`src/rtl/la_stream_ftdi_pkg.sv`:
```
// Shared types and FTDI fast-serial frame constants for the logic-analyser streamer.
package la_pkg;

    typedef enum logic [1:0] {
        IDLE,
        ARMED,
        CAPTURE
    } la_state_t;

    localparam int       FRAME_BITS = 10;
    localparam int       IDLE_BITS  = 1;
    localparam logic     START_BIT  = 1'b0;

    // Masked equality; channels outside the mask never block the trigger.
    function automatic logic trig_hit(input logic [31:0] sample,
                                      input logic [31:0] mask,
                                      input logic [31:0] value);
        return ((sample ^ value) & mask) == 32'd0;
    endfunction

endpackage

```
`src/rtl/la_stream_ftdi_if.sv`:
```
// FTDI synchronous fast-serial link: data out, forwarded clock, clear-to-send in.
interface la_stream_ftdi_if;

    logic fsdi;
    logic fsclk;
    logic fscts;

    modport master (output fsdi, output fsclk, input fscts);
    modport slave  (input fsdi, input fsclk, output fscts);

endinterface

```
`src/rtl/la_stream_ftdi_tx.sv`:
```
// FTDI fast-serial byte transmitter: start bit, 8 data bits LSB first, destination bit, idle gap.
module ftdi_fs_tx
    import la_pkg::*;
(
    input  logic       clk,
    input  logic       rst_n,
    input  logic [7:0] tx_data,
    input  logic       tx_valid,
    output logic       tx_ready,
    input  logic       dest_b,
    input  logic       fscts,
    output logic       fsdi
);

    localparam int                CNT_W    = $clog2(FRAME_BITS + IDLE_BITS + 1);
    localparam logic [CNT_W-1:0]  DATA_END = CNT_W'(FRAME_BITS);
    localparam logic [CNT_W-1:0]  LAST_BIT = CNT_W'(FRAME_BITS + IDLE_BITS - 1);

    logic                   busy;
    logic [CNT_W-1:0]       bit_cnt;
    logic [FRAME_BITS-2:0]  shift_q;

    // CTS is only looked at between frames; a started frame always runs to completion.
    assign tx_ready = !busy && fscts;

    always_ff @(posedge clk or negedge rst_n) begin
        if (!rst_n) begin
            busy    <= 1'b0;
            bit_cnt <= '0;
            fsdi    <= 1'b1;
        end else if (!busy) begin
            if (tx_valid && fscts) begin
                fsdi    <= START_BIT;
                busy    <= 1'b1;
                bit_cnt <= CNT_W'(1);
            end
        end else begin
            fsdi    <= (bit_cnt < DATA_END) ? shift_q[0] : 1'b1;
            bit_cnt <= bit_cnt + 1'b1;
            if (bit_cnt == LAST_BIT) begin
                busy <= 1'b0;
            end
        end
    end

    always_ff @(posedge clk) begin
        if (!busy && tx_valid && fscts) begin
            shift_q <= {dest_b, tx_data};
        end else if (busy) begin
            shift_q <= shift_q >> 1;
        end
    end

endmodule

```
`src/rtl/la_stream_ftdi.sv`:
```
// Logic-analyser capture engine: synchronise, divide, trigger, buffer, and stream samples over FTDI fast serial.
module la_stream_ftdi
    import la_pkg::*;
#(
    parameter int CHANNELS   = 8,
    parameter int FIFO_DEPTH = 64,
    parameter int DIV_W      = 16
) (
    input  logic                clk,
    input  logic                rst_n,
    la_stream_ftdi_if.master    ftdi,
    input  logic [CHANNELS-1:0] logic_in,
    input  logic                arm,
    input  logic                trig_en,
    input  logic [CHANNELS-1:0] trig_mask,
    input  logic [CHANNELS-1:0] trig_value,
    input  logic [DIV_W-1:0]    div,
    input  logic                dest_b,
    output logic                triggered,
    output logic                overflow
);

    localparam int NB   = CHANNELS / 8;
    localparam int AW   = $clog2(FIFO_DEPTH);
    localparam int BL_W = 3;

    la_state_t              state;
    logic [CHANNELS-1:0]    sync_p0;
    logic [CHANNELS-1:0]    sync_p1;
    logic [DIV_W-1:0]       div_cnt;
    logic                   strobe;
    logic                   hit;
    logic                   wr_req;
    logic                   wr_ok;
    logic                   pop;
    logic                   flush;

    logic [CHANNELS-1:0]    mem [FIFO_DEPTH];
    logic [AW:0]            wr_ptr;
    logic [AW:0]            rd_ptr;
    logic                   full;
    logic                   empty;
    logic [CHANNELS-1:0]    head;

    logic [CHANNELS-1:0]    word_q;
    logic                   word_vld;
    logic [BL_W-1:0]        bytes_left;
    logic [7:0]             tx_data;
    logic                   tx_valid;
    logic                   tx_ready;

    assign ftdi.fsclk = clk;

    // Stage p0/p1: two-flop synchroniser on the asynchronous probes.
    always_ff @(posedge clk) begin
        sync_p0 <= logic_in;
        sync_p1 <= sync_p0;
    end

    always_ff @(posedge clk or negedge rst_n) begin
        if (!rst_n) begin
            div_cnt <= '0;
        end else if (state == IDLE || div_cnt == div) begin
            div_cnt <= '0;
        end else begin
            div_cnt <= div_cnt + 1'b1;
        end
    end

    assign strobe = arm && (state != IDLE) && (div_cnt == div);
    assign hit    = trig_hit(32'(sync_p1), 32'(trig_mask), 32'(trig_value));
    assign wr_req = strobe && ((state == CAPTURE) || (state == ARMED && hit));
    assign flush  = !arm;

    assign empty = (wr_ptr == rd_ptr);
    assign full  = (wr_ptr[AW] != rd_ptr[AW]) && (wr_ptr[AW-1:0] == rd_ptr[AW-1:0]);
    assign head  = mem[rd_ptr[AW-1:0]];

    // A pop in the same cycle frees the slot, so a write into a full FIFO still lands.
    assign pop   = tx_valid && tx_ready && !word_vld;
    assign wr_ok = wr_req && (!full || pop);

    always_ff @(posedge clk or negedge rst_n) begin
        if (!rst_n) begin
            wr_ptr <= '0;
            rd_ptr <= '0;
        end else if (flush) begin
            wr_ptr <= '0;
            rd_ptr <= '0;
        end else begin
            if (wr_ok) wr_ptr <= wr_ptr + 1'b1;
            if (pop)   rd_ptr <= rd_ptr + 1'b1;
        end
    end

    always_ff @(posedge clk) begin
        if (wr_ok) begin
            mem[wr_ptr[AW-1:0]] <= sync_p1;
        end
    end

    // Byte 0 goes straight from the FIFO head; the remaining bytes wait in word_q.
    assign tx_valid = arm && (word_vld || !empty);
    assign tx_data  = word_vld ? word_q[7:0] : head[7:0];

    always_ff @(posedge clk or negedge rst_n) begin
        if (!rst_n) begin
            word_vld   <= 1'b0;
            bytes_left <= '0;
        end else if (flush) begin
            word_vld   <= 1'b0;
        end else if (tx_valid && tx_ready) begin
            if (!word_vld) begin
                word_vld   <= (NB > 1);
                bytes_left <= BL_W'(NB - 1);
            end else begin
                bytes_left <= bytes_left - 1'b1;
                if (bytes_left == BL_W'(1)) begin
                    word_vld <= 1'b0;
                end
            end
        end
    end

    always_ff @(posedge clk) begin
        if (tx_valid && tx_ready) begin
            word_q <= (word_vld ? word_q : head) >> 8;
        end
    end

    always_ff @(posedge clk or negedge rst_n) begin
        if (!rst_n) begin
            state     <= IDLE;
            triggered <= 1'b0;
            overflow  <= 1'b0;
        end else begin
            if (wr_req && full && !pop) begin
                overflow <= 1'b1;
            end
            case (state)
                IDLE: begin
                    if (arm) begin
                        overflow  <= 1'b0;
                        state     <= trig_en ? ARMED : CAPTURE;
                        triggered <= !trig_en;
                    end
                end
                ARMED: begin
                    if (!arm) begin
                        state <= IDLE;
                    end else if (strobe && hit) begin
                        state     <= CAPTURE;
                        triggered <= 1'b1;
                    end
                end
                CAPTURE: begin
                    if (!arm) begin
                        state     <= IDLE;
                        triggered <= 1'b0;
                    end
                end
                default: begin
                    state     <= IDLE;
                    triggered <= 1'b0;
                end
            endcase
        end
    end

    ftdi_fs_tx u_tx (
        .clk      (clk),
        .rst_n    (rst_n),
        .tx_data  (tx_data),
        .tx_valid (tx_valid),
        .tx_ready (tx_ready),
        .dest_b   (dest_b),
        .fscts    (ftdi.fscts),
        .fsdi     (ftdi.fsdi)
    );

endmodule

```
`src/flat_wrapper.sv`:
```
// flat-port wrapper written by rule: the top's interface ports become plain ports
module la_stream_ftdi_flat import la_pkg::*;
#(
    parameter int CHANNELS   = 8,
    parameter int FIFO_DEPTH = 64,
    parameter int DIV_W      = 16
)
  (clk, rst_n, logic_in, arm, trig_en, trig_mask, trig_value, div, dest_b, triggered, overflow, ftdi_fsdi, ftdi_fsclk, ftdi_fscts);
  la_stream_ftdi_if ftdi_i ();
  input  logic clk;
  input  logic rst_n;
  input  logic [CHANNELS-1:0] logic_in;
  input  logic arm;
  input  logic trig_en;
  input  logic [CHANNELS-1:0] trig_mask;
  input  logic [CHANNELS-1:0] trig_value;
  input  logic [DIV_W-1:0] div;
  input  logic dest_b;
  output logic triggered;
  output logic overflow;
  output wire logic [$bits(ftdi_i.fsdi)-1:0] ftdi_fsdi;
  output wire logic [$bits(ftdi_i.fsclk)-1:0] ftdi_fsclk;
  input wire logic [$bits(ftdi_i.fscts)-1:0] ftdi_fscts;
  assign ftdi_fsdi = ftdi_i.fsdi;
  assign ftdi_fsclk = ftdi_i.fsclk;
  assign ftdi_i.fscts = ftdi_fscts;
  la_stream_ftdi #(.CHANNELS(CHANNELS), .FIFO_DEPTH(FIFO_DEPTH), .DIV_W(DIV_W)) u_core (.clk(clk), .rst_n(rst_n), .ftdi(ftdi_i), .logic_in(logic_in), .arm(arm), .trig_en(trig_en), .trig_mask(trig_mask), .trig_value(trig_value), .div(div), .dest_b(dest_b), .triggered(triggered), .overflow(overflow));
endmodule
```
`config.mk`:
```
export PLATFORM = sky130hd
export DESIGN_NAME = la_stream_ftdi_flat
export DESIGN_NICKNAME = d
export VERILOG_FILES = /design/src/rtl/la_stream_ftdi_pkg.sv /design/src/rtl/la_stream_ftdi_if.sv /design/src/rtl/la_stream_ftdi_tx.sv /design/src/rtl/la_stream_ftdi.sv /design/src/flat_wrapper.sv
export SDC_FILE = /design/constraint.sdc
export NUM_CORES = 1
export LEC_CHECK = 0
export BUFFER_PORTS_ARGS = -buffer_cell sky130_fd_sc_hd__buf_2
export CAP_MARGIN = 15
export CELL_PAD_IN_SITES_DETAIL_PLACEMENT = 1
export CELL_PAD_IN_SITES_GLOBAL_PLACEMENT = 1
export CORE_MARGIN = 5
export CORE_UTILIZATION = 30
export CTS_CLUSTER_DIAMETER = 150
export DETAILED_ROUTE_END_ITERATION = 16
export GPL_TIMING_DRIVEN = 0
export HOLD_SLACK_MARGIN = 0.05
export PLACE_DENSITY = 0.47
export SYNTH_ARGS = -nofsm -noshare
export SYNTH_HDL_FRONTEND = slang
export SYNTH_SLANG_ARGS = --single-unit
export TNS_END_PERCENT = 5
```
`constraint.sdc`:
```
create_clock -name clk -period 3.6 [get_ports clk]
set_input_delay 0.18 -clock clk [delete_from_list [all_inputs] [get_ports clk]]
set_output_delay 0.18 -clock clk [all_outputs]
set_load 0.01 [all_outputs]
```
==> results.py <==
metrics = {
    "cells_and_area": {
        "final_cells": 2486,
        "fillCellCount": 7689,
        "multi_input_area_sq_um": 6120,
        "register_area_sq_um": 17100,
        "fin_nets": 1446,
        "insertedDiodeCount": 0,
        "post-route-util_pct": 36.2,
        "synthToLayoutAreaGrowth_pct": 20.4,
        "drive_above_1_share_pct": 29.5,
    },
    "timing": {
        "fin_crit_ns": 3.50,
        "rsz0062_at_grt": "false",
        "skew_ns": 0.0282,
        "hold_viol": 0,
        "slew_violations": 0,
        "fin_crit_sh_pct": 97.1,
        "fin_setup_tns_ns": 0,
        "setup_violations": 0,
        "fin_ws_ns": 0.104,
        "relSlewSlack_pct": 33.0,
        "max_freq_mhz": 286,
        "worst_slew_pin_slew_ns": 1.00,
    },
    "die": {
        "fp-row-count": 102,
        "dieArea_sq_um": 83000,
        "start_util_pct": 30.1,
        "ios": 50,
        "die_h_um": 288,
        "fp.dieW_um": 288,
        "core_area_sq_um": 77100,
    },
    "drt": {
        "via_count": 12100,
        "wirelength_um": 65800,
        "antenna_left": 0,
        "post_drt_wl_per_cell_um": 26.5,
        "firstDrtPassIters": 5,
        "drtIter0Drc": 862,
        "avgViaCountPerCell": 4.88,
        "drc": 0,
    },
    "critical_path": {
        "slowest_stage": "buf_1",
        "arrival_ns": 3.96,
        "required_ns": 4.07,
        "crit_type": "flip-flop to flip-flop",
        "cp_slowest_stage_delay_ns": 0.80,
        "critPathCaptureType": "flip-flop",
        "cp_max_fo": 10,
        "cp_cell_sequence": "buf_2, buf_1, buf_2, mux4_2, mux2i_1, o21ai_0, o21ai_0, o21ai_1",
        "crit_path_start_kind": "flip-flop",
    },
    "synthesis": {
        "synth_cell_types": 58,
        "syn_avg_cell_area_sq_um": 18.9,
        "yosysWarnings": 0,
        "ys_seq_area_share_pct": 73.5,
        "async_flop_share_pct": 7.57,
        "ys_ff_latch": 581,
        "synth_edf_count": 521,
        "synth_ff_type": "edfxtp_1",
        "netlist_area_sq_um": 23200,
        "syn_nets": 1284,
        "synthCells": 1231,
    },
    "grt": {
        "grt_max_degree": 66,
        "antenna_found_initial": 0,
        "grt_pass1_vias": 13000,
        "grt_pass1_wl_um": 93900,
        "globalRouteTotalUtil_pct": 15.7,
        "overflow": 0,
    },
    "clock_network": {
        "cts_tree": "yes",
        "clkLatencyLatePin_ns": 0.72,
        "clk_pin_slew_ns": 0.06,
    },
    "placed_design": {
        "dpl.hpwl_um": 42100,
        "port-buffer-count": 49,
        "placed_cells_incl_taps": 2327,
        "routabilityCongestion": 0.768,
        "place_worst_setup_slack_ns": -1.31,
    },
    "pwr": {
        "power_mw": 15.0,
        "power_density_nw_per_um2": 535,
        "p_leak_nw": 8.75,
        "peakVddDrop_uv": 282,
    },
    "status": {
        "outcome": "finished, final reports clean",
    },
    "flow_run": {
        "drv_cap": 0,
    },
    "hold_path": {
        "hold_class": "input port to flip-flop",
    },
}
==> cell usage in the layout, fill, tap and decap left out, drive strengths merged, types with 7 or more instances in the layout <==
master       count
edfxtp         521
mux4           130
clkbuf         116
buf            114
nor2           108
mux2i           43
dfrtp           43
xor2            37
o21ai           33
nand2           31
a21oi           26
clkinv          24
a22oi           20
dlygate4sd3     19
nand4           17
dfxtp           16
nand3           15
inv             14
nor2b           13
xnor2           12
nand2b           9
ha               7
==> registers in the layout (all words and copies together), names as in the netlist <==
register	count
u_core.triggered	1
u_core.rd_ptr	7
u_core.u_tx.bit_cnt	4
u_core.state	2
u_core.u_tx.shift_q	9
u_core.overflow	1
u_core.bytes_left	3
u_core.word_vld	1
u_core.sync_p1	8
u_core.u_tx.busy	1
u_core.mem	512
u_core.sync_p0	8
u_core.u_tx.fsdi	1
u_core.div_cnt	16
u_core.wr_ptr	7
==> critical path: cells and delay by family (launching register included) <==
kind                   cells  cell delay, ns
DFF                        1            0.32
AOI/OAI and AO/OA          3            0.84
muxes                      2            0.41
buffers and inverters      3            1.68
==> per-layer routing <==
layer	part of all wire, %	wire (um)	GRT usage, %
met4	2.0	1340	4.33
met1	46	30100	22.1
met5	0	0	0
met2	47	31000	25.2
met3	5.1	3330	3.13
==> stage by stage <==
step	hold slack, ns	area [sq um]
after floorplan	-0.116	23200
after global placement	0.282	24800
after detailed placement	0.284	24900
after CTS	0.0553	27800
after global routing	0.0749	27900
final	0.0943	27900
==> final cells by class <==
type / count / area share [%]
flip-flops and latches: 581 / 61.2
multi-input cells: 573 / 21.9
clock buffers: 99 / 7.07
well taps: 1040 / 4.66
repair buffers: 89 / 2.71
plain buffers: 62 / 1.29
clock inverters: 28 / 0.972
inverters: 14 / 0.188
==> path summary, 6_finish.rpt <==
| kind | from | end | slack (ns) | cells after the start |
|---|---|---|---|---|
| min in group asynchronous | rst_n | u_core.div_cnt[5] | 0.42 | 3 |
| hold / removal | logic_in[4] | u_core.sync_p0[4] | 0.09 | 2 |
| setup / recovery | u_core.rd_ptr[2] | u_core.u_tx.shift_q[0] | 0.10 | 8 |
| setup reg to reg | u_core.rd_ptr[2] | u_core.u_tx.shift_q[0] | 0.10 | 8 |
| hold reg to reg | u_core.sync_p0[2] | u_core.sync_p1[2] | 0.33 | 0 |
| max in group asynchronous | rst_n | u_core.u_tx.fsdi | 2.63 | 4 |
==> synth_stat cells (all sizes together), types with 17 or more instances <==
cell | count | share of area, %
nor2 | 108 | 1.7
o21ai | 33 | 0.71
a21oi | 26 | 0.56
mux2i | 43 | 1.9
nand4 | 17 | 0.54
dfrtp | 43 | 4.6
xor2 | 37 | 1.4
clkbuf | 19 | 0.31
buf | 44 | 1.2
mux4 | 130 | 13
a22oi | 20 | 0.65
edfxtp | 521 | 67
nand2 | 31 | 0.50
==> what timing repair did <==
action	in CTS	in global routing
hold buffers	18	1
gates resized for setup	107	4
setup endpoints to repair	512	197
endpoints found under the hold margin	61	7
pin swaps	20	2
setup buffers	10	4
==> kinds of logic after synthesis <==
| group | Yosys count | share of synthesized area (%) |
|---|---|---|
| buf+inv | 77 | 1.74 |
| mux | 176 | 14.6 |
| flops | 581 | 73.5 |
| simple gates | 225 | 4.60 |
| fa+ha+maj | 7 | 0.377 |
| compound gates | 116 | 3.28 |
| xor+xnor | 49 | 1.85 |
==> report_power, final <==
| group | internal, mW | leakage [nW] | switching (mW) |
|---|---|---|---|
| Combinational | 0.160 | 2.22 | 0.258 |
| Clock | 4.14 | 1.11 | 2.80 |
| Sequential | 7.47 | 5.42 | 0.122 |
Power figures use the tool's default switching activity.
